--- src/rtl/params.sv ---
// Project-wide sizing constants shared by the modulation blocks.
package params;
   localparam int unsigned NumSegment = 2;
endpackage

--- src/rtl/modulation_timer_if.sv ---
// Settings/time inputs and per-segment index outputs of the modulation timer.
interface modulation_timer_if #(
   parameter int unsigned NUM_SEGMENT = params::NumSegment,
   parameter int unsigned DIV_WIDTH   = 16
);
   localparam int unsigned TimeW = 56;
   localparam int unsigned IdxW  = 15;

   logic [TimeW-1:0]     SYS_TIME;
   logic                 UPDATE_SETTINGS;
   logic [DIV_WIDTH-1:0] FREQ_DIV [NUM_SEGMENT];
   logic [IdxW-1:0]      CYCLE    [NUM_SEGMENT];
   logic [IdxW-1:0]      SYNC_IDX [NUM_SEGMENT];
   logic                 IDX_VALID;

   modport master (
      output SYS_TIME, UPDATE_SETTINGS, FREQ_DIV, CYCLE,
      input  SYNC_IDX, IDX_VALID
   );

   modport slave (
      input  SYS_TIME, UPDATE_SETTINGS, FREQ_DIV, CYCLE,
      output SYNC_IDX, IDX_VALID
   );
endinterface

--- src/rtl/modulation_timer.sv ---
// Per-segment modulation index SYNC_IDX[s] = (SYS_TIME / FREQ_DIV[s]) mod (CYCLE[s]+1),
// computed by one shared bit-serial divider that visits the segments round-robin.
module modulation_timer #(
   parameter int unsigned NUM_SEGMENT = params::NumSegment,
   parameter int unsigned DIV_WIDTH   = 16
) (
   input logic               CLK,
   input logic               RST_N,
   modulation_timer_if.slave bus
);
   localparam int unsigned TimeW = 56;
   localparam int unsigned IdxW  = 15;
   localparam int unsigned LenW  = 16;
   localparam int unsigned CntW  = 6;
   localparam int unsigned SegW  = (NUM_SEGMENT > 1) ? $clog2(NUM_SEGMENT) : 1;
   localparam logic [CntW-1:0] LastIter = CntW'(TimeW - 1);

   typedef enum logic [1:0] {LATCH, DIV, MOD, WRITE} state_t;

   state_t               state, state_nxt;
   logic [SegW-1:0]      seg, seg_nxt;
   logic [CntW-1:0]      cnt, cnt_nxt;
   logic [TimeW-1:0]     dvd, dvd_nxt;
   logic [DIV_WIDTH-1:0] dsr, dsr_nxt;
   logic [DIV_WIDTH-1:0] drem, drem_nxt;
   logic [LenW-1:0]      len, len_nxt;
   logic [LenW-1:0]      mrem, mrem_nxt;
   logic                 div_zero, div_zero_nxt;
   logic [DIV_WIDTH:0]   div_trial;
   logic [LenW:0]        mod_trial;
   logic                 wr_c;
   logic                 idx_valid;
   logic [IdxW-1:0]      sync_idx [NUM_SEGMENT];

   // dvd holds the dividend, is refilled with quotient bits during DIV, then feeds MOD
   always_comb begin
      state_nxt    = state;
      seg_nxt      = seg;
      cnt_nxt      = cnt;
      dvd_nxt      = dvd;
      dsr_nxt      = dsr;
      drem_nxt     = drem;
      len_nxt      = len;
      mrem_nxt     = mrem;
      div_zero_nxt = div_zero;
      wr_c         = 1'b0;
      div_trial    = {drem, dvd[TimeW-1]};
      mod_trial    = {mrem, dvd[TimeW-1]};

      unique case (state)
         LATCH: begin
            dvd_nxt      = bus.SYS_TIME;
            dsr_nxt      = bus.FREQ_DIV[seg];
            len_nxt      = LenW'({1'b0, bus.CYCLE[seg]}) + LenW'(1);
            div_zero_nxt = (bus.FREQ_DIV[seg] == '0);
            drem_nxt     = '0;
            mrem_nxt     = '0;
            cnt_nxt      = '0;
            state_nxt    = DIV;
         end
         DIV: begin
            if (div_trial >= {1'b0, dsr}) begin
               drem_nxt = DIV_WIDTH'(div_trial - {1'b0, dsr});
               dvd_nxt  = {dvd[TimeW-2:0], 1'b1};
            end else begin
               drem_nxt = DIV_WIDTH'(div_trial);
               dvd_nxt  = {dvd[TimeW-2:0], 1'b0};
            end
            cnt_nxt = cnt + CntW'(1);
            if (cnt == LastIter) begin
               cnt_nxt   = '0;
               state_nxt = MOD;
            end
         end
         MOD: begin
            if (mod_trial >= {1'b0, len}) begin
               mrem_nxt = LenW'(mod_trial - {1'b0, len});
            end else begin
               mrem_nxt = LenW'(mod_trial);
            end
            dvd_nxt = {dvd[TimeW-2:0], 1'b0};
            cnt_nxt = cnt + CntW'(1);
            if (cnt == LastIter) begin
               cnt_nxt   = '0;
               state_nxt = WRITE;
            end
         end
         WRITE: begin
            wr_c      = 1'b1;
            seg_nxt   = (seg == SegW'(NUM_SEGMENT - 1)) ? '0 : seg + SegW'(1);
            state_nxt = LATCH;
         end
      endcase

      // a settings change restarts the sweep and discards the result in flight
      if (bus.UPDATE_SETTINGS) begin
         wr_c      = 1'b0;
         seg_nxt   = '0;
         state_nxt = LATCH;
      end
   end

   always_ff @(posedge CLK or negedge RST_N) begin
      if (!RST_N) begin
         state     <= LATCH;
         seg       <= '0;
         cnt       <= '0;
         dvd       <= '0;
         dsr       <= '0;
         drem      <= '0;
         len       <= '0;
         mrem      <= '0;
         div_zero  <= 1'b0;
         idx_valid <= 1'b0;
         sync_idx  <= '{default: '0};
      end else begin
         state     <= state_nxt;
         seg       <= seg_nxt;
         cnt       <= cnt_nxt;
         dvd       <= dvd_nxt;
         dsr       <= dsr_nxt;
         drem      <= drem_nxt;
         len       <= len_nxt;
         mrem      <= mrem_nxt;
         div_zero  <= div_zero_nxt;
         idx_valid <= wr_c;
         if (wr_c) begin
            sync_idx[seg] <= div_zero ? '0 : mrem[IdxW-1:0];
         end
      end
   end

   assign bus.SYNC_IDX  = sync_idx;
   assign bus.IDX_VALID = idx_valid;
endmodule

--- src/flat_wrapper.sv ---
// flat-port wrapper written by rule: the top's interface ports become plain ports
module modulation_timer_flat 
#(
   parameter int unsigned NUM_SEGMENT = params::NumSegment,
   parameter int unsigned DIV_WIDTH   = 16
)
  (CLK, RST_N, bus_SYS_TIME, bus_UPDATE_SETTINGS, bus_FREQ_DIV, bus_CYCLE, bus_SYNC_IDX, bus_IDX_VALID);
  modulation_timer_if #(.NUM_SEGMENT(NUM_SEGMENT), .DIV_WIDTH(DIV_WIDTH)) bus_i ();
  input logic CLK;
  input logic RST_N;
  input wire logic [$bits(bus_i.SYS_TIME)-1:0] bus_SYS_TIME;
  input wire logic [$bits(bus_i.UPDATE_SETTINGS)-1:0] bus_UPDATE_SETTINGS;
  input wire logic [$bits(bus_i.FREQ_DIV)-1:0] bus_FREQ_DIV;
  input wire logic [$bits(bus_i.CYCLE)-1:0] bus_CYCLE;
  output wire logic [$bits(bus_i.SYNC_IDX)-1:0] bus_SYNC_IDX;
  output wire logic [$bits(bus_i.IDX_VALID)-1:0] bus_IDX_VALID;
  assign bus_i.SYS_TIME = bus_SYS_TIME;
  assign bus_i.UPDATE_SETTINGS = bus_UPDATE_SETTINGS;
  assign bus_i.FREQ_DIV = {>>{bus_FREQ_DIV}};
  assign bus_i.CYCLE = {>>{bus_CYCLE}};
  assign bus_SYNC_IDX = {>>{bus_i.SYNC_IDX}};
  assign bus_IDX_VALID = bus_i.IDX_VALID;
  modulation_timer #(.NUM_SEGMENT(NUM_SEGMENT), .DIV_WIDTH(DIV_WIDTH)) u_core (.CLK(CLK), .RST_N(RST_N), .bus(bus_i));
endmodule
--- config.mk ---
export PLATFORM = sky130hd
export DESIGN_NAME = modulation_timer_flat
export DESIGN_NICKNAME = d
export VERILOG_FILES = /design/src/rtl/params.sv /design/src/rtl/modulation_timer_if.sv /design/src/rtl/modulation_timer.sv /design/src/flat_wrapper.sv
export SDC_FILE = /design/constraint.sdc
export NUM_CORES = 1
export LEC_CHECK = 0
export CAP_MARGIN = 30
export CORE_ASPECT_RATIO = 1.25
export CORE_MARGIN = 4
export CORE_UTILIZATION = 44
export DETAILED_ROUTE_END_ITERATION = 10
export GPL_ROUTABILITY_DRIVEN = 0
export PLACE_DENSITY = 0.75
export SETUP_SLACK_MARGIN = 0.15
export SYNTH_ARGS = -nofsm -noshare
export SYNTH_HDL_FRONTEND = slang
export SYNTH_SLANG_ARGS = --single-unit
--- constraint.sdc ---
create_clock -name CLK -period 3.65 [get_ports CLK]
set_input_delay 0.73 -clock CLK [delete_from_list [all_inputs] [get_ports CLK]]
set_output_delay 0.73 -clock CLK [all_outputs]
set_load 0.01 [all_outputs]
==> summary.txt, run 1 <==
Outcome
  – Outcome: completed

Timing
  – Setup-failing EPs final: 0
  – Worst slew pin tran: between 1000 and 1500 ps
  – Rel. slew slack: 0.3254
  – F_max: between 300 and 400 MHz
  – Final Max Slew Viols: 0
  – Final WS setup: a little over 700 ps
  – Unrepaired setup endpoints after global routing: no
  – Clock Skew: ~11 ps
  – Tmin final: slightly below 3000 ps
  – Period Utilization, post-route: 0.8036
  – Hold Vio Cnt, Final: 0
  – Final hold slack: between 300 and 400 ps
  – Fin Setup TNS: 0 ps

Floorplanning
  – Initial Util: 0.4503
  – Die area: 23180 sq um
  – Die width: 137.0 um
  – Die Y: roughly 170 um
  – IO Pins: approximately 150
  – FP Rows: a little under 60
  – Core area: 20320 sq um

Clocking
  – Post-CTS Setup Bufs: 0
  – # hold bufs at CTS: 0
  – Sink Count: around 160
  – Clock-pin slew on the worst setup and hold paths: around 70 ps
  – Htree depth: 4
  – CTS Root Cell: clkbuf_16
  – Clock latency on the worst-skew pair: between 400 and 500 ps
  – Post-CTS sizing: 0
  – CTS tree: done
  – CTS Buf Count: 17
  – Number of buffers on the longest clock path: 2

Drt
  – Vias per cell: roughly 5.4
  – Via count: between 7000 and 8000
  – 1st-pass router iterations: 7
  – Routed WL per cell: 15.15 um
  – Antenna viol nets, final: 0
  – Post-Route WL: between 20 and 25 mm
  – DRC Markers: 0
  – DRT iter0 DRCs: 415

Yosys
  – EDFF count, synth: 0
  – Yosys Warn Count: 0
  – Top FF cell, synth: dfrtp_1
  – Area fraction of the dominant cell type after synthesis: 0.4403
  – Synth async-reset ratio: 1.000
  – Mapped Cells: 1004
  – Synth Register Bits: approximately 160
  – Mapped Nets: ~1200
  – Sequential area share after synthesis: 0.4403
  – Synthesized area per cell: between 9 and 10 sq um
  – Top cells by area, synth: dfrtp_1 44%, o21ai_0 6.9%, ha_1 5.5%, nand2_1 5.4%, mux2i_1 4.6%
  – Syn Std Cell Area: approximately 9200 sq um
  – Post-synth top area cell: dfrtp_1
  – Netlist cell types: 57

Pwr
  – Design Power: just over 7 mW
  – Peak supply drop: slightly below 0.5 mV
  – Pwr per Cell Area: approximately 630 nW/um^2
  – Static leakage: 4.902 nW

Critical path
  – Highest-delay cell along the critical path: a31oi_2
  – Most common cell on crit path: o21ai_0
  – Crit-path cells: ha_1 -> a21oi_1 -> o21ai_0 -> a41oi_1 -> o21ai_0 -> a31oi_2 -> buf_4 -> a2bb2oi_1 -> o21ai_0
  – Max FO, Critical Path: 11
  – Nature of the critical path endpoint: flop
  – CP Launch Type: flop
  – Worst Path Required: between 3000 and 4000 ps
  – Crit path DAT: roughly 3200 ps
  – R2R Setup Slk: 720 ps
  – Crit path kind: flop to flop
  – CP max stage delay: ~660 ps

Cells and area
  – Commonest non-fill, non-tap cell in the layout: dfrtp_1
  – Post-route cell area: ~12000 sq um
  – Layout cells sized above 1: 0.05862
  – Most frequent cells in the layout: 160 x dfrtp_1, 150 x clkdlybuf4s50_1, 132 x nand2_1, 127 x o21ai_0, 55 x a22oi_1
  – Total inserted antenna cells: 0
  – Area growth syn-to-layout: 26.14%
  – Final core utilization: 0.5680
  – Total Nets Final: roughly 1300
  – Finished Layout Cells: between 1000 and 1500

Global route
  – Met2 Usage GRT: 0.3020
  – Vias in the first global route: around 7400
  – GR Layer Usage met3: 0.03677
  – GR peak layer: met2
  – Total track usage: 0.1863
  – First-pass GRT wire length: roughly 35 mm
  – Initial antenna violation count: 0
  – Congestion Overflow GR: 0
  – GR Layer Usage met1: 0.2523
  – Pin count of the biggest net entering global routing: 76

Placement
  – Place WS: around 630 ps
  – Post-DP Area: 10950 sq um
  – HPWL Detailed: approximately 16 mm
  – Port Buffers: about 150
  – Placed Cells: between 1000 and 1500

Worst hold path
  – Hold/Removal Path Class: input port to async pin

Flow run
  – Max cap viols: 0
-- where the power goes --
part,total [mW],switching [mW],internal [mW]
sequential,2.59,0.288,2.30
clock,1.74,0.826,0.918
combinational,2.92,1.75,1.16
total,7.25,2.87,4.39
-- worst max-delay path, delay by kind of cell, from the launching register on --
kind            cells  cell delay (ps)
compound gates      7             1710
flops               1              420
fa+ha+maj           1              390
buf+inv             1              280
-- final cells by class --
| class | instances | area, sq um |
|---|---|---|
| clock inverters | 15 | 163.9 |
| well taps | 270 | 337.8 |
| clock buffers | 17 | 425.4 |
| inverters | 49 | 183.9 |
| fillers | 1857 | 8777 |
| multi-input cells | 733 | 4728 |
| repair buffers | 168 | 1673 |
| flip-flops and latches | 161 | 4030 |
-- cells by family after synthesis --
logic type      count (synthesis)  share of synthesized area
compound gates                316                     0.2114
xor+xnor                       40                    0.03829
fa+ha+maj                      42                    0.05907
buf+inv                       110                    0.04649
flops                         161                     0.4403
mux                            48                    0.05333
simple gates                  287                     0.1511
-- cells in the mapped netlist (7+ instances only) --
master	number
nand2_1	132
nand3b_1	7
o21ai_0	127
ha_1	40
o22ai_1	8
nor2_1	45
inv_1	47
a21oi_1	48
nand2b_1	26
nor3b_1	17
xor2_1	15
mux2i_1	42
a22oi_1	55
dfrtp_1	161
clkbuf_1	53
a21o_1	13
o31ai_1	10
nor3_1	11
xnor2_1	25
a31oi_1	20
nand3_1	17
-- final timing paths --
| path | from | to | depth (start not counted) |
|---|---|---|---|
| hold / removal | RST_N | u_core.len[14] | 1 |
| min in group CLK | u_core.bus.SYNC_IDX[20] | u_core.bus.SYNC_IDX[20] | 2 |
| max in group asynchronous | RST_N | u_core.bus.SYNC_IDX[19] | 2 |
| setup / recovery | u_core.drem[9] | u_core.dvd[0] | 9 |
| setup reg to reg | u_core.drem[9] | u_core.dvd[0] | 9 |
| hold reg to reg | u_core.bus.SYNC_IDX[20] | u_core.bus.SYNC_IDX[20] | 2 |
-- metal layers --
layer | wire length, um | up-vias
met5 | 0 | -
met4 | 425 | 0
met3 | 962 | 29
met2 | 10130 | 185
met1 | 9883 | 3601
li1 | - | 3826
-- sequential cells by signal, summed over array words and instances, names as in the netlist --
signal / count
u_core.dvd: 56
u_core.bus.SYNC_IDX: 30
u_core.drem: 16
u_core.dsr: 16
u_core.len: 16
u_core.mrem: 16
u_core.cnt: 6
u_core.state: 2
u_core.bus.IDX_VALID: 1
u_core.div_zero: 1
u_core.seg: 1
Note: power is estimated with default switching activity, not from simulation.
==> run 2, diff against run 1 <==
==> constraint.sdc (replaced) <==
create_clock -name CLK -period 3.1 [get_ports CLK]
set_input_delay 0.62 -clock CLK [delete_from_list [all_inputs] [get_ports CLK]]
set_output_delay 0.62 -clock CLK [all_outputs]
set_load 0.01 [all_outputs]
==> summary.txt, run 2 (synthesis gave the netlist of run 1 again) <==
Outcome
  – Outcome: completed

Pwr
  – Static leakage: 4.920 nW (+0.38%)
  – Peak supply drop: 0.5506 mV (+14%)
  – Pwr per Cell Area: 747.7 nW/um^2 (+19%)

Critical path
  – CP max stage delay: 440 ps (-220 ps)
  – Crit path DAT: 3000 ps (-220 ps)
  – Crit path kind: flop to flop
  – Max FO, Critical Path: 9 (-2)
  – Crit-path cells: ha_1 -> o211ai_1 -> a21oi_1 -> nor2_1 -> o21ai_0 -> a31oi_2 -> buf_4 -> mux2i_1 -> o22ai_1
  – CP Launch Type: flop
  – Highest-delay cell along the critical path: a31oi_2
  – Worst Path Required: 3400 ps (-540 ps)
  – Top delay family on crit path: compound AO/OA/AOI/OAI gates
  – WP buf/inv: 1 (unchanged)
  – Nature of the critical path endpoint: flop

Clocking
  – Sink Count: 161 (unchanged)
  – Htree depth: 4 (unchanged)
  – Clock latency on the worst-skew pair: 430 ps (about the same)
  – Number of buffers on the longest clock path: 2 (unchanged)
  – Clock-pin slew on the worst setup and hold paths: 70 ps (about the same)
  – Post-CTS sizing: 0 (unchanged)
  – CTS Buf Count: 17 (unchanged)
  – Post-CTS Setup Bufs: 0 (unchanged)
  – CTS Root Cell: clkbuf_16
  – # hold bufs at CTS: 0 (unchanged)
  – CTS tree: done

Timing
  – Tmin final: 2692 ps (-241.3 ps)
  – Period Utilization, post-route: 0.8684 (+0.06474)
  – F_max: 371.5 MHz (+9.0%)
  – Final Max Slew Viols: 0 (unchanged)
  – Unrepaired setup endpoints after global routing: no
  – Fin Setup TNS: 0 ps (unchanged)
  – Setup-failing EPs final: 0 (unchanged)
  – Rel. slew slack: 0.5477 (+0.2223)
  – Hold Vio Cnt, Final: 0 (unchanged)
  – Worst slew pin tran: 678.4 ps (-333.5 ps)
  – Clock Skew: 6.392 ps (-5.005 ps)

Drt
  – Antenna viol nets, final: 0 (unchanged)
  – DRT iter0 DRCs: 391 (-5.8%)
  – Post-Route WL: 21.28 mm (-0.57%)
  – Via count: 7607 (-0.44%)
  – Vias per cell: 5.376 (-0.59%)
  – 1st-pass router iterations: 4 (-3)
  – Routed WL per cell: 15.04 um (-0.71%)
  – DRC Markers: 0 (unchanged)

Cells and area
  – Largest register FFs: 56 (unchanged)
  – Area growth syn-to-layout: 26.34%
  – Most frequent cells in the layout: 160 x dfrtp_1, 150 x clkdlybuf4s50_1, 132 x nand2_1, 127 x o21ai_0, 55 x a22oi_1
  – Post-route cell area: 11560 sq um (+0.15%)
  – Largest reg by FF count: u_core.dvd
  – Commonest non-fill, non-tap cell in the layout: dfrtp_1
  – Total inserted antenna cells: 0 (unchanged)
  – Fillcell total: 1814 (-2.3%)
  – Multi-input logic area: 4728 sq um (unchanged)
  – Final core utilization: 0.5689 (+0.0008620)
  – Layout cells sized above 1: 0.06026 (+0.001644)
  – Register area: 4030 sq um (unchanged)
  – Finished Layout Cells: 1415 (+0.14%)
  – Total Nets Final: 1295 (+0.15%)

Floorplanning
  – Die width: 137.0 um (unchanged)
  – Core area: 20320 sq um (unchanged)
  – FP Rows: 58 (unchanged)
  – IO Pins: 152 (unchanged)
  – Initial Util: 0.4503 (unchanged)
  – Die area: 23180 sq um (unchanged)
  – Die Y: 169.2 um (unchanged)

Placement
  – Port Buffers: 151 (unchanged)
  – Post-DP Area: 10950 sq um (about the same)
  – Placed Cells: 1383 (+0.14%)
  – HPWL Detailed: 15.54 mm (-0.98%)

Global route
  – Congestion Overflow GR: 0 (unchanged)
  – First-pass GRT wire length: 35.08 mm (-1.1%)
  – Vias in the first global route: 7261 (-1.5%)
  – Initial antenna violation count: 0 (unchanged)
  – Pin count of the biggest net entering global routing: 98 (+29%)
  – Total track usage: 0.1854 (-0.0008304)

Worst hold path
  – Hold/Removal Path Class: input port to async pin

Flow run
  – Max cap viols: 0 (unchanged)
run 2: changes by cell type in the layout (fill, tap and decap cells not counted):
| cell | previous run | this run |
|---|---|---|
| buf_4 | 14 | 18 |
| bufinv_16 | 0 | 2 |
| clkinv_8 | 3 | 1 |
| inv_6 | 3 | 5 |
| buf_12 | 2 | 1 |
| buf_8 | 1 | 0 |
| clkinv_2 | 0 | 1 |
| clkinv_4 | 2 | 1 |
| clkinvlp_4 | 2 | 1 |
| inv_8 | 5 | 4 |
run 2: worst paths after layout:
path,startpoint,to,slack (ps),cells after the start
worst min-delay path,RST_N,u_core.mrem[15],70,1
worst max register to register,u_core.drem[1],u_core.drem[3],410,9
min in group CLK,u_core.bus.SYNC_IDX[3],u_core.bus.SYNC_IDX[3],480,2
worst min register to register,u_core.bus.SYNC_IDX[3],u_core.bus.SYNC_IDX[3],480,2
max in group asynchronous,RST_N,u_core.drem[10],2220,2
worst max-delay path,u_core.drem[1],u_core.drem[3],410,9
run 2: metal layers:
layer,GRT usage,share of wire
met1,0.2495,0.46
met2,0.3082,0.49
met3,0.02788,0.040
met4,0.05903,0.016
met5,0,0
run 2: metrics by stage:
step	hold slack, ps	total power [mW]	worst slack, ps
after floorplan	324.4	5.533	620.2
after global placement	461.4	6.403	203.8
after detailed placement	469.1	6.509	163.5
after CTS	65.58	8.717	449.7
after global routing	76.60	9.311	159.6
final	71.82	8.643	408.0
run 2: final cells by class:
| type | count | area share |
|---|---|---|
| multi-input combinational | 733 | 0.4090 |
| clock inverter | 15 | 0.01613 |
| inverter | 49 | 0.01591 |
| clock buffer | 17 | 0.03680 |
| sequential | 161 | 0.3486 |
| tap | 270 | 0.02922 |
| timing repair buffer | 170 | 0.1443 |
run 2: report_power, final:
| group | internal, mW | total [mW] | switching [mW] |
|---|---|---|---|
| registers | 2.71 | 3.04 | 0.325 |
| logic | 1.37 | 3.44 | 2.07 |
| clock network | 1.23 | 2.17 | 0.939 |
| total | 5.31 | 8.64 | 3.34 |
